[config.mk]
export PLATFORM = sky130hd
export DESIGN_NAME = keyword_decision
export DESIGN_NICKNAME = d
export VERILOG_FILES = /design/src/rtl/kw_pkg.sv /design/src/rtl/kw_hold_timer.sv /design/src/rtl/keyword_decision.sv
export SDC_FILE = /design/constraint.sdc
export NUM_CORES = 1
export LEC_CHECK = 0
export CAP_MARGIN = 20
export CORE_ASPECT_RATIO = 0.7
export CORE_MARGIN = 5
export CORE_UTILIZATION = 61
export CTS_BUF_LIST = sky130_fd_sc_hd__clkbuf_2 sky130_fd_sc_hd__clkbuf_4 sky130_fd_sc_hd__clkbuf_8
export DETAILED_ROUTE_END_ITERATION = 8
export HOLD_SLACK_MARGIN = 0.1
export PLACE_DENSITY = 0.87
export REMOVE_ABC_BUFFERS = 1
export SKIP_CTS_REPAIR_TIMING = 1
export SYNTH_ARGS = -nofsm -noshare
export SYNTH_HDL_FRONTEND = slang
export SYNTH_SLANG_ARGS = --single-unit
export TNS_END_PERCENT = 100
[constraint.sdc]
create_clock -name clk -period 4.15 [get_ports clk]
set_input_delay 0.6225 -clock clk [delete_from_list [all_inputs] [get_ports clk]]
set_output_delay 0.6225 -clock clk [all_outputs]
set_load 0.05 [all_outputs]
[src/rtl/kw_pkg.sv]
// Shared keyword definitions for the post-Viterbi decision logic
// and the LED controller that consumes keyword_index.
package kw_pkg;

    localparam int KW_W = 4;
    localparam logic [KW_W-1:0] KW_NONE = 4'd0;

    typedef enum logic [1:0] {
        IDLE,
        CONFIRM,
        HOLD,
        REARM
    } kw_dec_state_t;

endpackage

[src/rtl/kw_hold_timer.sv]
// Loadable down-counter; done is high for the one cycle in which
// an active count reaches zero, after which the timer goes idle.
module kw_hold_timer #(
    parameter int WIDTH = 1,
    parameter int LOAD  = 0
) (
    input  logic clk,
    input  logic rst,
    input  logic load,
    output logic done
);

    logic [WIDTH-1:0] count;
    logic             active;

    // Reload on request, otherwise count down until zero and stop.
    always_ff @(posedge clk or posedge rst) begin
        if (rst) begin
            count  <= '0;
            active <= 1'b0;
        end else if (load) begin
            count  <= WIDTH'(LOAD);
            active <= 1'b1;
        end else if (active) begin
            if (count == '0) begin
                active <= 1'b0;
            end else begin
                count <= count - 1'b1;
            end
        end
    end

    assign done = active && (count == '0);

endmodule

[src/rtl/keyword_decision.sv]
// Post-Viterbi decision: thresholds frame scores, confirms a keyword
// over consecutive frames, then holds keyword_index for a fixed time.
module keyword_decision
    import kw_pkg::*;
#(
    parameter int SCORE_W        = 16,
    parameter int THRESH         = 1000,
    parameter int NUM_KW         = 10,
    parameter int CONFIRM_FRAMES = 3,
    parameter int HOLD_CYCLES    = 10_000_000
) (
    input  logic               clk,
    input  logic               rst,
    input  logic               frame_valid,
    output logic               frame_ready,
    input  logic [KW_W-1:0]    frame_kw,
    input  logic [SCORE_W-1:0] frame_score,
    output logic [KW_W-1:0]    keyword_index,
    output logic               kw_valid,
    output logic [7:0]         det_count
);

    localparam int TW = (HOLD_CYCLES > 1) ? $clog2(HOLD_CYCLES) : 1;
    localparam logic ONE_FRAME = (CONFIRM_FRAMES == 1);

    kw_dec_state_t   state;
    logic [KW_W-1:0] cand;
    logic [3:0]      cnt;
    logic [3:0]      cnt_inc;
    logic            xfer;
    logic            hit;
    logic            same;
    logic            detect;
    logic            done;
    logic            expire;

    assign frame_ready = ~rst;
    assign xfer        = frame_valid & frame_ready;
    assign hit         = xfer
                         && (frame_kw != KW_NONE)
                         && (32'(frame_kw) < NUM_KW)
                         && (frame_score >= SCORE_W'(THRESH));
    assign same        = (frame_kw == cand);
    assign cnt_inc     = cnt + 4'd1;
    assign expire      = (state == HOLD) && done;

    // Decide whether the current transfer completes a detection.
    always_comb begin
        detect = 1'b0;
        unique case (state)
            IDLE:    detect = hit && ONE_FRAME;
            CONFIRM: detect = hit && same
                              && (cnt_inc == 4'(CONFIRM_FRAMES));
            REARM:   detect = hit && !same && ONE_FRAME;
            default: detect = 1'b0;
        endcase
    end

    kw_hold_timer #(
        .WIDTH (TW),
        .LOAD  (HOLD_CYCLES - 1)
    ) u_timer (
        .clk  (clk),
        .rst  (rst),
        .load (detect),
        .done (done)
    );

    // Decision FSM with registered outputs; expiry wins over frames in HOLD.
    always_ff @(posedge clk or posedge rst) begin
        if (rst) begin
            state         <= IDLE;
            cand          <= KW_NONE;
            cnt           <= '0;
            keyword_index <= KW_NONE;
            kw_valid      <= 1'b0;
            det_count     <= '0;
        end else begin
            kw_valid <= 1'b0;
            if (detect) begin
                state         <= HOLD;
                cand          <= frame_kw;
                cnt           <= '0;
                keyword_index <= frame_kw;
                kw_valid      <= 1'b1;
                if (det_count != 8'hFF) begin
                    det_count <= det_count + 8'd1;
                end
            end else begin
                unique case (state)
                    IDLE: begin
                        if (hit) begin
                            cand  <= frame_kw;
                            cnt   <= 4'd1;
                            state <= CONFIRM;
                        end
                    end
                    CONFIRM: begin
                        if (hit && same) begin
                            cnt <= cnt_inc;
                        end else if (hit) begin
                            cand <= frame_kw;
                            cnt  <= 4'd1;
                        end else if (xfer) begin
                            cnt   <= '0;
                            state <= IDLE;
                        end
                    end
                    HOLD: begin
                        if (expire) begin
                            keyword_index <= KW_NONE;
                            state         <= REARM;
                        end
                    end
                    REARM: begin
                        if (hit && !same) begin
                            cand  <= frame_kw;
                            cnt   <= 4'd1;
                            state <= CONFIRM;
                        end else if (xfer && !hit) begin
                            cnt   <= '0;
                            state <= IDLE;
                        end
                    end
                    default: state <= IDLE;
                endcase
            end
        end
    end

endmodule

Word level (Yosys, flattened, before mapping). Index checks and enable logic that the tools add are counted. Widths: inputs -> output; s select.

Bits in registers: 48. Latch bits: 0. RAM bits: 0. ROM bits: 0. Bits of input ports: 23. Memories: 0.

$add $sub $neg: 3. Multipliers: 0. Div/mod/pow operators: 0. $lt $le $gt $ge: 2. Eq/ne operators: 15. Shift-type cells: 0. Mux-type cells: 33. Bitwise operators: 2. Reductions and logical operators: 24.

Operators by type and width (number): $mux 24 (3); $mux 4 (14); $logic_not 24->1 (1); $pmux 4 s3 (2); $sub 24x1->24 const B (1); $ne 3x3->1 const B (6); $ge 16x10->1 const B (1); $mux 2 (8); $logic_and 1x1->1 (9); $add 8x1->8 const B (1); $ne 8x8->1 const B (1); $pmux 2 s4 (1); $reduce_bool 4->1 (2); $reduce_and 2->1 (3); $reduce_and 6->1 (1); $reduce_bool 2->1 (3); $mux 1 (5); $ne 5x5->1 const B (1); $add 4x1->4 const B (1); $eq 2x2->1 const B (2); $eq 4x2->1 const B (1); $eq 4x4->1 (1); $lt 4x4->1 const B (1); $ne 4x4->1 const B (1); 8 further kinds (9).

Logic depth before layout (Yosys ltp). Gate-level depths: netlist (run 1).

Depth after elaboration: 11. Mapped depth: 8.

Cells and area by module. A second synthesis (run 1) with hierarchy kept.

Cell total of the unflattened synthesis: 264. Area total of the unflattened synthesis: 2618.8 um^2.

By module, submodules not included: kw_hold_timer (instances 1, cells each 144, area each 1402.6 um^2, sequential area each 625.6 um^2); keyword_decision (instances 1, cells each 120, area each 1216.2 um^2, sequential area each 575.6 um^2).

Worst setup path before layout (run 1). Ideal clock, no wire load.

Kind: input to output. From: input rst. To: output frame_ready. Data arrival time: 1900 ps. Required time: 3527 ps. Path slack: 1627 ps. Stages: 1. Path buffers: 0. Cells stage by stage: inv_1.

Word-level cells in the longest chain between the ends: 1.

Ends and longest elaborated chain: start: declaration (line keyword_decision.sv:13) `input logic rst,`; $not 1->1 (line keyword_decision.sv:37) `assign frame_ready = ~rst;`; end: declaration (line keyword_decision.sv:15) `output logic frame_ready,`.

No other way between the ends.

Final worst setup path (run 1). Same ends and word-level chain as after synthesis.

==> impl_metrics.tcl, run 1 <==
set metrics [dict create \
    layout-drive-gt1-share_pct 13.5 \
    hold_viol_final 0 \
    arrival_ps 1980 \
    design_area_sq_um 3270 \
    initial_core_util_pct 63.3 \
    layout_common_cells "48 x dfrtp_1, 33 x clkdlybuf4s50_1, 16 x nor2_1" \
    viasPerCell 6.20 \
    die_w_microns 90.6 \
    dp.final_hpwl_microns 4480 \
    drc_errors 0 \
    maxCapViolCount 0 \
    finalCritPeriodShare_pct 62.7 \
    worstReg2RegEnd "u_timer.count[20]" \
    leakage_nw 1.25 \
    tightest_slew_ps 598 \
    tritoncts "built" \
    wirelength_microns 6070 \
    clock_latency_ps 300 \
    worstHoldStart "det_count[5]" \
    synth_cells 265 \
    nFillCells 325 \
    ir_worst_vdd_uv 348 \
    path_common_cell "clkdlybuf4s50_1" \
    r2r_cells 7 \
    final_common_cell "dfrtp_1" \
    power.density_nw_per_um2 321 \
    min_path_type "flip-flop to flip-flop" \
    fin_cells 359 \
    crit_fanout 2 \
    cts.sinks 48 \
    core_area_sq_um 4380 \
    cp_cell_sequence "clkdlybuf4s50_1 -> inv_2 -> clkdlybuf4s50_1" \
    grt_start_max_net_pins 49 \
    r2r_setup_slack_ps 1940 \
    ys_ff_latch 48 \
    fp.dieArea_sq_um 6010 \
    rsz0062_at_grt "no" \
    fin_crit_ps 2600 \
    yosysSeqAreaShare_pct 43.3 \
    fin_nets 331 \
    syn_area_per_cell_sq_um 10.5 \
    required_ps 3530 \
    via_count 2225 \
    cp-start-kind "input port" \
    root_buffer "clkbuf_8" \
    track_usage_pct 21.9 \
    max_freq_mhz 384 \
    h-tree-depth 2 \
    ys_dominant_reg_cell "dfrtp_1" \
    antenna_left 0 \
    yosys_warnings 0 \
    row_count 20 \
    synth_cell_types 60 \
    finalSetupViolCount 0 \
    drt_iter0_drc 142 \
    ioPinCount 37 \
    r2r-start "u_timer.count[0]" \
    routabilityCongestion 0.900 \
    place_inst 351 \
    critical_path_class "input port to primary output" \
    skew_ps 5.21 \
    slowest_delay_ps 810 \
    port_buffers 33 \
    drt_pre_antenna_iters 4 \
    syn_area_sq_um 2770 \
    slew_headroom_pct 60.1 \
    place_area_sq_um 3160 \
    synth-edff-count 0 \
    fin_setup_tns_ps 0 \
    diodes 0 \
    grt_pass1_wl_microns 10600 \
    cts_inserted_buffers 5 \
    cp-end-kind "primary output" \
    status "complete, no violations" \
    fp.dieH_microns 66.4 \
    path_clk_slew_ps 90 \
    hold_end "det_count[5]" \
    ys_async_sr_fraction_pct 100 \
    detail_route.wl_per_cell_microns 16.9 \
    grt_overflow 0 \
    cts_buffer_depth 2 \
    area_growth_pct 18.1 \
    worstHoldPathCells 1 \
    maxSlewViolCount 0 \
    slowest_stage "clkdlybuf4s50_1" \
    antenna_found_initial 0 \
    grt_pass1_vias 2163 \
]
## routing by layer
layer	vias up	track usage, %	wire length [microns]
li1	1085	-	-
met1	1090	32.0	3130
met2	45	33.6	2630
met3	5	4.21	267
met4	0	5.20	44
met5	-	0	0
## worst max-delay path, delay by kind of cell
| kind | cells | cell delay [ps] |
|---|---|---|
| buf+inv | 3 | 1350 |
## cells in the mapped netlist (all sizes together), types with 3 or more instances
cell	number	area, sq um
dfrtp	48	1200
nor2	16	60.1
nand2	15	63.8
nor4	15	134
xnor2	15	131
nand3	13	65.1
o21ai	13	72.6
nor3	12	70.1
nand2b	10	62.6
inv	9	33.8
a21oi	8	40.0
mux2	7	78.8
or3	7	48.8
xor2	7	61.3
o211ai	6	55.1
or4	6	56.3
and3	5	31.3
ha	5	62.6
nand4	4	31.3
nor4b	4	56.3
and4	3	26.3
buf	3	21.3
nor3b	3	27.5
o21a	3	22.5
o31ai	3	22.5
## worst max path at each step
stage	start	end	slack (ps)	cells after the start
global route	frame_kw[1]	keyword_index[1]	1420	7
floorplan	rst	frame_ready	1630	1
finish	rst	frame_ready	1550	3
CTS	rst	frame_ready	1540	3
detailed placement	frame_kw[1]	keyword_index[3]	1250	7
global placement	frame_kw[1]	keyword_index[3]	1270	7
## area by class of cell
class	count	area [sq um]	share of cell area, %
multi-input combinational	205	1520	46.3
clock inverter	3	46.3	1.41
tap	55	68.8	2.10
inverter	9	33.8	1.03
sequential	48	1200	36.7
clock buffer	5	68.8	2.10
timing repair buffer	34	338	10.3
## kinds of logic (layout without fill, tap and decap cells)
logic type | count (synthesis) | count (layout) | share of synthesized area, %
AND/OR/NAND/NOR | 121 | 121 | 28.6
AO/OA/AOI/OAI | 50 | 50 | 14.0
adder cells (fa/ha/maj) | 5 | 5 | 2.26
flip-flops | 48 | 48 | 43.3
multiplexers | 7 | 7 | 2.84
buffers and inverters | 12 | 51 | 1.99
XOR/XNOR | 22 | 22 | 6.95
## report_power, final
part / total (W) / leakage [nW] / switching, W / internal [W]
combinational: 0.000141 / 0.668 / 0.0000690 / 0.0000716
clock: 0.000348 / 0.0548 / 0.000167 / 0.000182
sequential: 0.000560 / 0.528 / 0.0000545 / 0.000505
total: 0.00105 / 1.25 / 0.000290 / 0.000758
## stage by stage
step / power (W) / setup WS (ps) / utilization (%) / hold slack [ps]
final: 0.00105 / 1550 / 74.7 / 489
after detailed placement: 0.000709 / 1250 / 72.1 / 475
after global routing: 0.00110 / 1420 / 74.7 / 513
after CTS: 0.00105 / 1540 / 74.7 / 495
after floorplan: 0.000653 / 1630 / - / 480
after global placement: 0.000699 / 1270 / 72.1 / 473
## sequential cells by signal (all words and copies together), names as in the netlist
register and count:
cand 4, cnt 4, det_count 8, keyword_index 4, kw_valid 1, state 2, u_timer.active 1, u_timer.count 24
Power figures use the tool's default switching activity.
==> run 2: changes to the inputs <==
--- a/config.mk
+++ b/config.mk
@@ -8,11 +8,11 @@
 export CAP_MARGIN = 20
 export CORE_ASPECT_RATIO = 0.7
 export CORE_MARGIN = 5
-export CORE_UTILIZATION = 61
+export CORE_UTILIZATION = 57
 export CTS_BUF_LIST = sky130_fd_sc_hd__clkbuf_2 sky130_fd_sc_hd__clkbuf_4 sky130_fd_sc_hd__clkbuf_8
 export DETAILED_ROUTE_END_ITERATION = 8
 export HOLD_SLACK_MARGIN = 0.1
-export PLACE_DENSITY = 0.87
+export PLACE_DENSITY = 0.82
 export REMOVE_ABC_BUFFERS = 1
 export SKIP_CTS_REPAIR_TIMING = 1
 export SYNTH_ARGS = -nofsm -noshare
==> constraint.sdc (replaced) <==
create_clock -name clk -period 2.6 [get_ports clk]
set_input_delay 0.39 -clock clk [delete_from_list [all_inputs] [get_ports clk]]
set_output_delay 0.39 -clock clk [all_outputs]
set_load 0.05 [all_outputs]
==> impl_metrics.tcl, run 2 (synthesis gave the netlist of run 1 again) <==
set metrics [dict create \
    gr-usage-met2_pct 31.3 \
    layout-drive-gt1-share_pct 14.9 \
    core_area_sq_um 4760 \
    tightest_slew_ps 601 \
    clock_latency_ps 300 \
    grt_pass1_wl_microns 10300 \
    detail_route.wl_per_cell_microns 16.6 \
    initial_core_util_pct 58.3 \
    finalCritPeriodShare_pct 85.3 \
    top_register "u_timer.count" \
    port_buffers 33 \
    power.density_nw_per_um2 512 \
    reg_top3 "u_timer.count: 24 flops, det_count: 8 flops" \
    total_power_w 0.00171 \
    fp.dieH_microns 68.3 \
    cts.sinks 48 \
    hold_viol_final 0 \
    leakage_nw 1.29 \
    skew_ps 9.89 \
    arrival_ps 2400 \
    crit_fanout 10 \
    maxSlewViolCount 0 \
    antenna_left 0 \
    place_inst 369 \
    row_count 21 \
    drt_pre_antenna_iters 4 \
    ioPinCount 37 \
    fp.dieArea_sq_um 6380 \
    routabilityCongestion 0.839 \
    r2r-start "u_timer.count[0]" \
    grt_use_met3_pct 4.51 \
    hold_end "cand[0]" \
    cp-start-kind "input port" \
    h-tree-depth 2 \
    fin_nets 335 \
    fin_crit_ps 2220 \
    finalSetupViolCount 0 \
    status "complete, no violations" \
    path_clk_slew_ps 80 \
    diodes 0 \
    maxCapViolCount 0 \
    fin_setup_tns_ps 0 \
    worstReg2RegEnd "u_timer.count[20]" \
    slew_headroom_pct 59.9 \
    top_usage_layer "met2" \
    nFillCells 370 \
    grt_pass1_vias 2118 \
    die_w_microns 93.3 \
    required_ps 2780 \
    whs_ps 513 \
    tritoncts "built" \
    viasPerCell 5.93 \
    worstHoldStart "cand[0]" \
    via_count 2237 \
    fin_cells 377 \
    drc_errors 0 \
    root_buffer "clkbuf_8" \
    drt_iter0_drc 101 \
    grt_start_max_net_pins 49 \
    cts_inserted_buffers 5 \
    track_usage_pct 20.7 \
    ir_worst_vdd_uv 359 \
    cts_buffer_depth 2 \
    grt_overflow 0 \
    final_common_cell "dfrtp_1" \
    cp-end-kind "flip-flop" \
    dp.final_hpwl_microns 4640 \
    area_growth_pct 20.5 \
    worstHoldPathCells 1 \
    wirelength_microns 6270 \
    layout_common_cells "48 x dfrtp_1, 32 x clkdlybuf4s50_1, 16 x nor2_1" \
    r2r_setup_slack_ps 430 \
    min_path_type "flip-flop to flip-flop" \
    max_freq_mhz 451 \
    rsz0062_at_grt "no" \
    grt_use_met1_pct 30.7 \
    antenna_found_initial 0 \
    critical_path_class "input port to flip-flop" \
    r2r_cells 7 \
    largest_reg_flops 24 \
]
==> run 2: cell types whose count changed in the layout (fill, tap and decap cells not counted), sizes merged <==
cell and delta:
clkdlybuf4s50 -1, clkinvlp -1, buf +5, inv -1, clkbuf +2
==> run 2: how the worst max path moves through the flow <==
stage | slack [ps] | startpoint | cells past startpoint | to
4_1_cts | 400 | frame_kw[1] | 6 | det_count[6]
2_1_floorplan | 540 | rst | 1 | frame_ready
3_5_place_dp | 110 | frame_kw[3] | 6 | det_count[6]
5_1_grt | 260 | frame_kw[3] | 6 | det_count[6]
6_report | 380 | frame_kw[3] | 6 | det_count[6]
3_3_place_gp | 130 | frame_kw[3] | 6 | det_count[6]
==> run 2: layout make-up <==
class,count,area (sq um),share of cell area (%)
Clock inverter,1,30.0,0.899
Timing Repair Buffer,38,378,11.3
Clock buffer,7,96.3,2.88
Tap cell,69,86.3,2.58
Multi-Input combinational cell,205,1520,45.4
Inverter,9,33.8,1.01
Sequential cell,48,1200,36.0
==> run 2: where the power goes <==
group / internal, W / total, W / leakage [nW] / switching, W
clock: 0.000339 / 0.000583 / 0.0645 / 0.000244
sequential: 0.000806 / 0.000895 / 0.528 / 0.0000885
combinational: 0.000119 / 0.000232 / 0.693 / 0.000113
total: 0.00127 / 0.00171 / 1.29 / 0.000445
==> run 2: layer usage <==
layer / part of all wire (%) / wire length, microns
met1: 50 / 3150
met2: 42 / 2650
met3: 6.8 / 424
met4: 0.67 / 42
met5: 0 / 0
==> run 2: worst max-delay path, stage by stage <==
cell             delay, ps
clkdlybuf4s50_1        510
xnor2_1                260
and4_1                 310
o211ai_2               270
nor3_1                 300
mux2_2                 360
==> run 2: per-stage QoR <==
| stage | setup slack [ps] | instance area, sq um | utilization (%) |
|---|---|---|---|
| 2_1_floorplan | 542 | 2750 | - |
| 3_3_place_gp | 130 | 3210 | 67.6 |
| 3_5_place_dp | 106 | 3210 | 67.6 |
| 4_1_cts | 403 | 3340 | 70.2 |
| 5_1_grt | 258 | 3340 | 70.2 |
| 6_report | 381 | 3340 | 70.2 |
==> run 3: changes to the inputs <==
--- a/config.mk
+++ b/config.mk
@@ -5,14 +5,15 @@
 export SDC_FILE = /design/constraint.sdc
 export NUM_CORES = 1
 export LEC_CHECK = 0
+export ABC_AREA = 1
 export CAP_MARGIN = 20
 export CORE_ASPECT_RATIO = 0.7
 export CORE_MARGIN = 5
-export CORE_UTILIZATION = 57
+export CORE_UTILIZATION = 58
 export CTS_BUF_LIST = sky130_fd_sc_hd__clkbuf_2 sky130_fd_sc_hd__clkbuf_4 sky130_fd_sc_hd__clkbuf_8
 export DETAILED_ROUTE_END_ITERATION = 8
 export HOLD_SLACK_MARGIN = 0.1
-export PLACE_DENSITY = 0.82
+export PLACE_DENSITY = 0.83
 export REMOVE_ABC_BUFFERS = 1
 export SKIP_CTS_REPAIR_TIMING = 1
 export SYNTH_ARGS = -nofsm -noshare
==> impl_metrics.tcl, run 3 <==
set metrics [dict create \
    design_area_sq_um 3490 \
    synth_area_leaders "dfrtp_1 41%, nand2_1 12%, nor2_1 8.0%" \
    drc_errors 0 \
    core_area_sq_um 4860 \
    fin_crit_ps 2040 \
    pre_cts_ws_ps 270 \
    skew_ps 3.72 \
    synth-edff-count 0 \
    p_comb_share_pct 16.7 \
    hold_viol_final 0 \
    arrival_ps 2280 \
    finalCritPeriodShare_pct 78.6 \
    yosysTopAreaCell "dfrtp_1" \
    antenna_left 0 \
    synth_top_area_share_pct 40.6 \
    yosysMostFrequentCell "nand2_1" \
    fin_nets 464 \
    syn_area_sq_um 2960 \
    yosysSeqAreaShare_pct 40.6 \
    reg_top3 "u_timer.count: 24 flops, det_count: 8 flops" \
    total_power_w 0.00179 \
    grt_overflow 0 \
    via_count 2694 \
    ys_dominant_reg_cell "dfrtp_1" \
    crit_start "rst" \
    syn_area_per_cell_sq_um 7.45 \
    intPower_w 0.00130 \
    clock_latency_ps 300 \
    viasPerCell 5.33 \
    wirelength_microns 6720 \
    path_clk_slew_ps 90 \
    diodes 0 \
    ys_async_sr_fraction_pct 100 \
    tightest_slew_ps 605 \
    finalSetupViolCount 0 \
    r2r_setup_slack_ps 600 \
    critical_path_class "input port to flip-flop" \
    rsz0062_at_grt "no" \
    cp-end-kind "flip-flop" \
    cts_buffer_depth 2 \
    clkPwrFrac_pct 34.8 \
    yosys_warnings 0 \
    crit_fanout 16 \
    final_common_cell "nand2_1" \
    grt_pass1_vias 2478 \
    ys_ff_latch 48 \
    die_w_microns 95.4 \
    r2r_cells 10 \
    grt_use_met1_pct 34.6 \
    place_area_sq_um 3360 \
    cts_inserted_buffers 5 \
    layout-drive-gt1-share_pct 9.86 \
    initial_core_util_pct 60.8 \
    track_usage_pct 21.5 \
    port_buffers 33 \
    antenna_found_initial 0 \
    h-tree-depth 2 \
    leakage_nw 1.55 \
    slew_headroom_pct 59.7 \
    switching_power_w 0.000489 \
    max_freq_mhz 489 \
    gr-usage-met2_pct 28.5 \
    maxCapViolCount 0 \
    tritoncts "built" \
    worstReg2RegEnd "u_timer.count[7]" \
    area_growth_pct 18.1 \
    ioPinCount 37 \
    routabilityCongestion 0.921 \
    grt_start_max_net_pins 49 \
    fp.dieH_microns 69.8 \
    synth.top_cells.by_count "97 x nand2_1, 63 x nor2_1, 48 x dfrtp_1" \
    largest_reg_flops 24 \
    row_count 21 \
    grt_use_met3_pct 5.42 \
    power.density_nw_per_um2 512 \
    detail_route.wl_per_cell_microns 13.3 \
    min_path_type "flip-flop to flip-flop" \
    drt_pre_antenna_iters 5 \
    top_usage_layer "met1" \
    layout_common_cells "97 x nand2_1, 63 x nor2_1, 48 x dfrtp_1" \
    fp.dieArea_sq_um 6650 \
    status "complete, no violations" \
    r2r-start "u_timer.count[0]" \
    cts.sinks 48 \
    seqPwrFrac_pct 48.4 \
    fin_ws_ps 555 \
    grt_pass1_wl_microns 11500 \
    required_ps 2830 \
    power_switching_share_pct 27.4 \
    crit_path_end "u_timer.count[14]" \
    fin_setup_tns_ps 0 \
    drt_iter0_drc 207 \
    ir_worst_vdd_uv 440 \
    cp-start-kind "input port" \
    dp.final_hpwl_microns 5150 \
    synth_cells 397 \
    maxSlewViolCount 0 \
    top_register "u_timer.count" \
    root_buffer "clkbuf_8" \
    synth_cell_types 35 \
]
[run 3: cell types whose count changed after synthesis, sizes merged, moves of 7 or more]
cell    change
o21ai      +11
or3         -7
nand3      +23
nor4       -14
mux2        -7
nor2       +57
nor3       -10
xnor2      -10
nand2      +87
inv        +43
nand2b     -10
[run 3: routing by layer]
layer	wire, microns	vias to the layer above
li1	-	1341
met1	3400	1243
met2	2750	102
met3	511	8
met4	57	0
met5	0	-
[run 3: kinds of logic after synthesis]
logic type / share of synthesized area, %
simple gates: 35.6
buf+inv: 8.21
flops: 40.6
compound gates: 9.05
xor+xnor: 4.44
fa+ha+maj: 2.12
[run 3: worst max-delay path, stage by stage]
cell	delay, ps
clkdlybuf4s50_1	470
nor2_2	180
nand2_1	80
nor2_2	100
nand2_2	110
nor2_4	170
nand2_4	190
nand2_4	220
nand3_1	140
nand2_1	80
nand2_1	40
nor2_1	100
[run 3: area by class of cell]
type / count / area (sq um)
Fill cell: 374 / 1370
Tap cell: 69 / 86.3
Multi-Input combinational cell: 292 / 1510
Clock inverter: 2 / 60.1
Sequential cell: 48 / 1200
Clock buffer: 5 / 68.8
Inverter: 53 / 200
Timing Repair Buffer: 36 / 363
[run 3: per-stage QoR]
stage	util, %	hold WS [ps]	instances
floorplan	-	473	393
global placement	69.2	490	498
detailed placement	69.2	495	498
CTS	71.9	517	505
global route	71.9	545	505
finish	71.9	515	505
[run 3: power by group through the flow]
| stage | sequential (W) | clock, W | combinational [W] |
|---|---|---|---|
| after floorplan | 0.000867 | 0 | 0.000209 |
| after global placement | 0.000875 | 0 | 0.000286 |
| after detailed placement | 0.000878 | 0 | 0.000298 |
| after CTS | 0.000865 | 0.000635 | 0.000301 |
| after global routing | 0.000875 | 0.000671 | 0.000346 |
| final | 0.000866 | 0.000623 | 0.000299 |
[run 3: how the worst min path moves through the flow]
stage / from / end / slack, ps / cells after the start
after floorplan: u_timer.count[20] / u_timer.count[20] / 470 / 2
after global placement: cand[1] / cand[1] / 490 / 2
after detailed placement: cand[0] / cand[0] / 500 / 2
after CTS: cand[0] / cand[0] / 520 / 2
after global routing: cand[1] / cand[1] / 540 / 2
final: cand[0] / cand[0] / 520 / 2
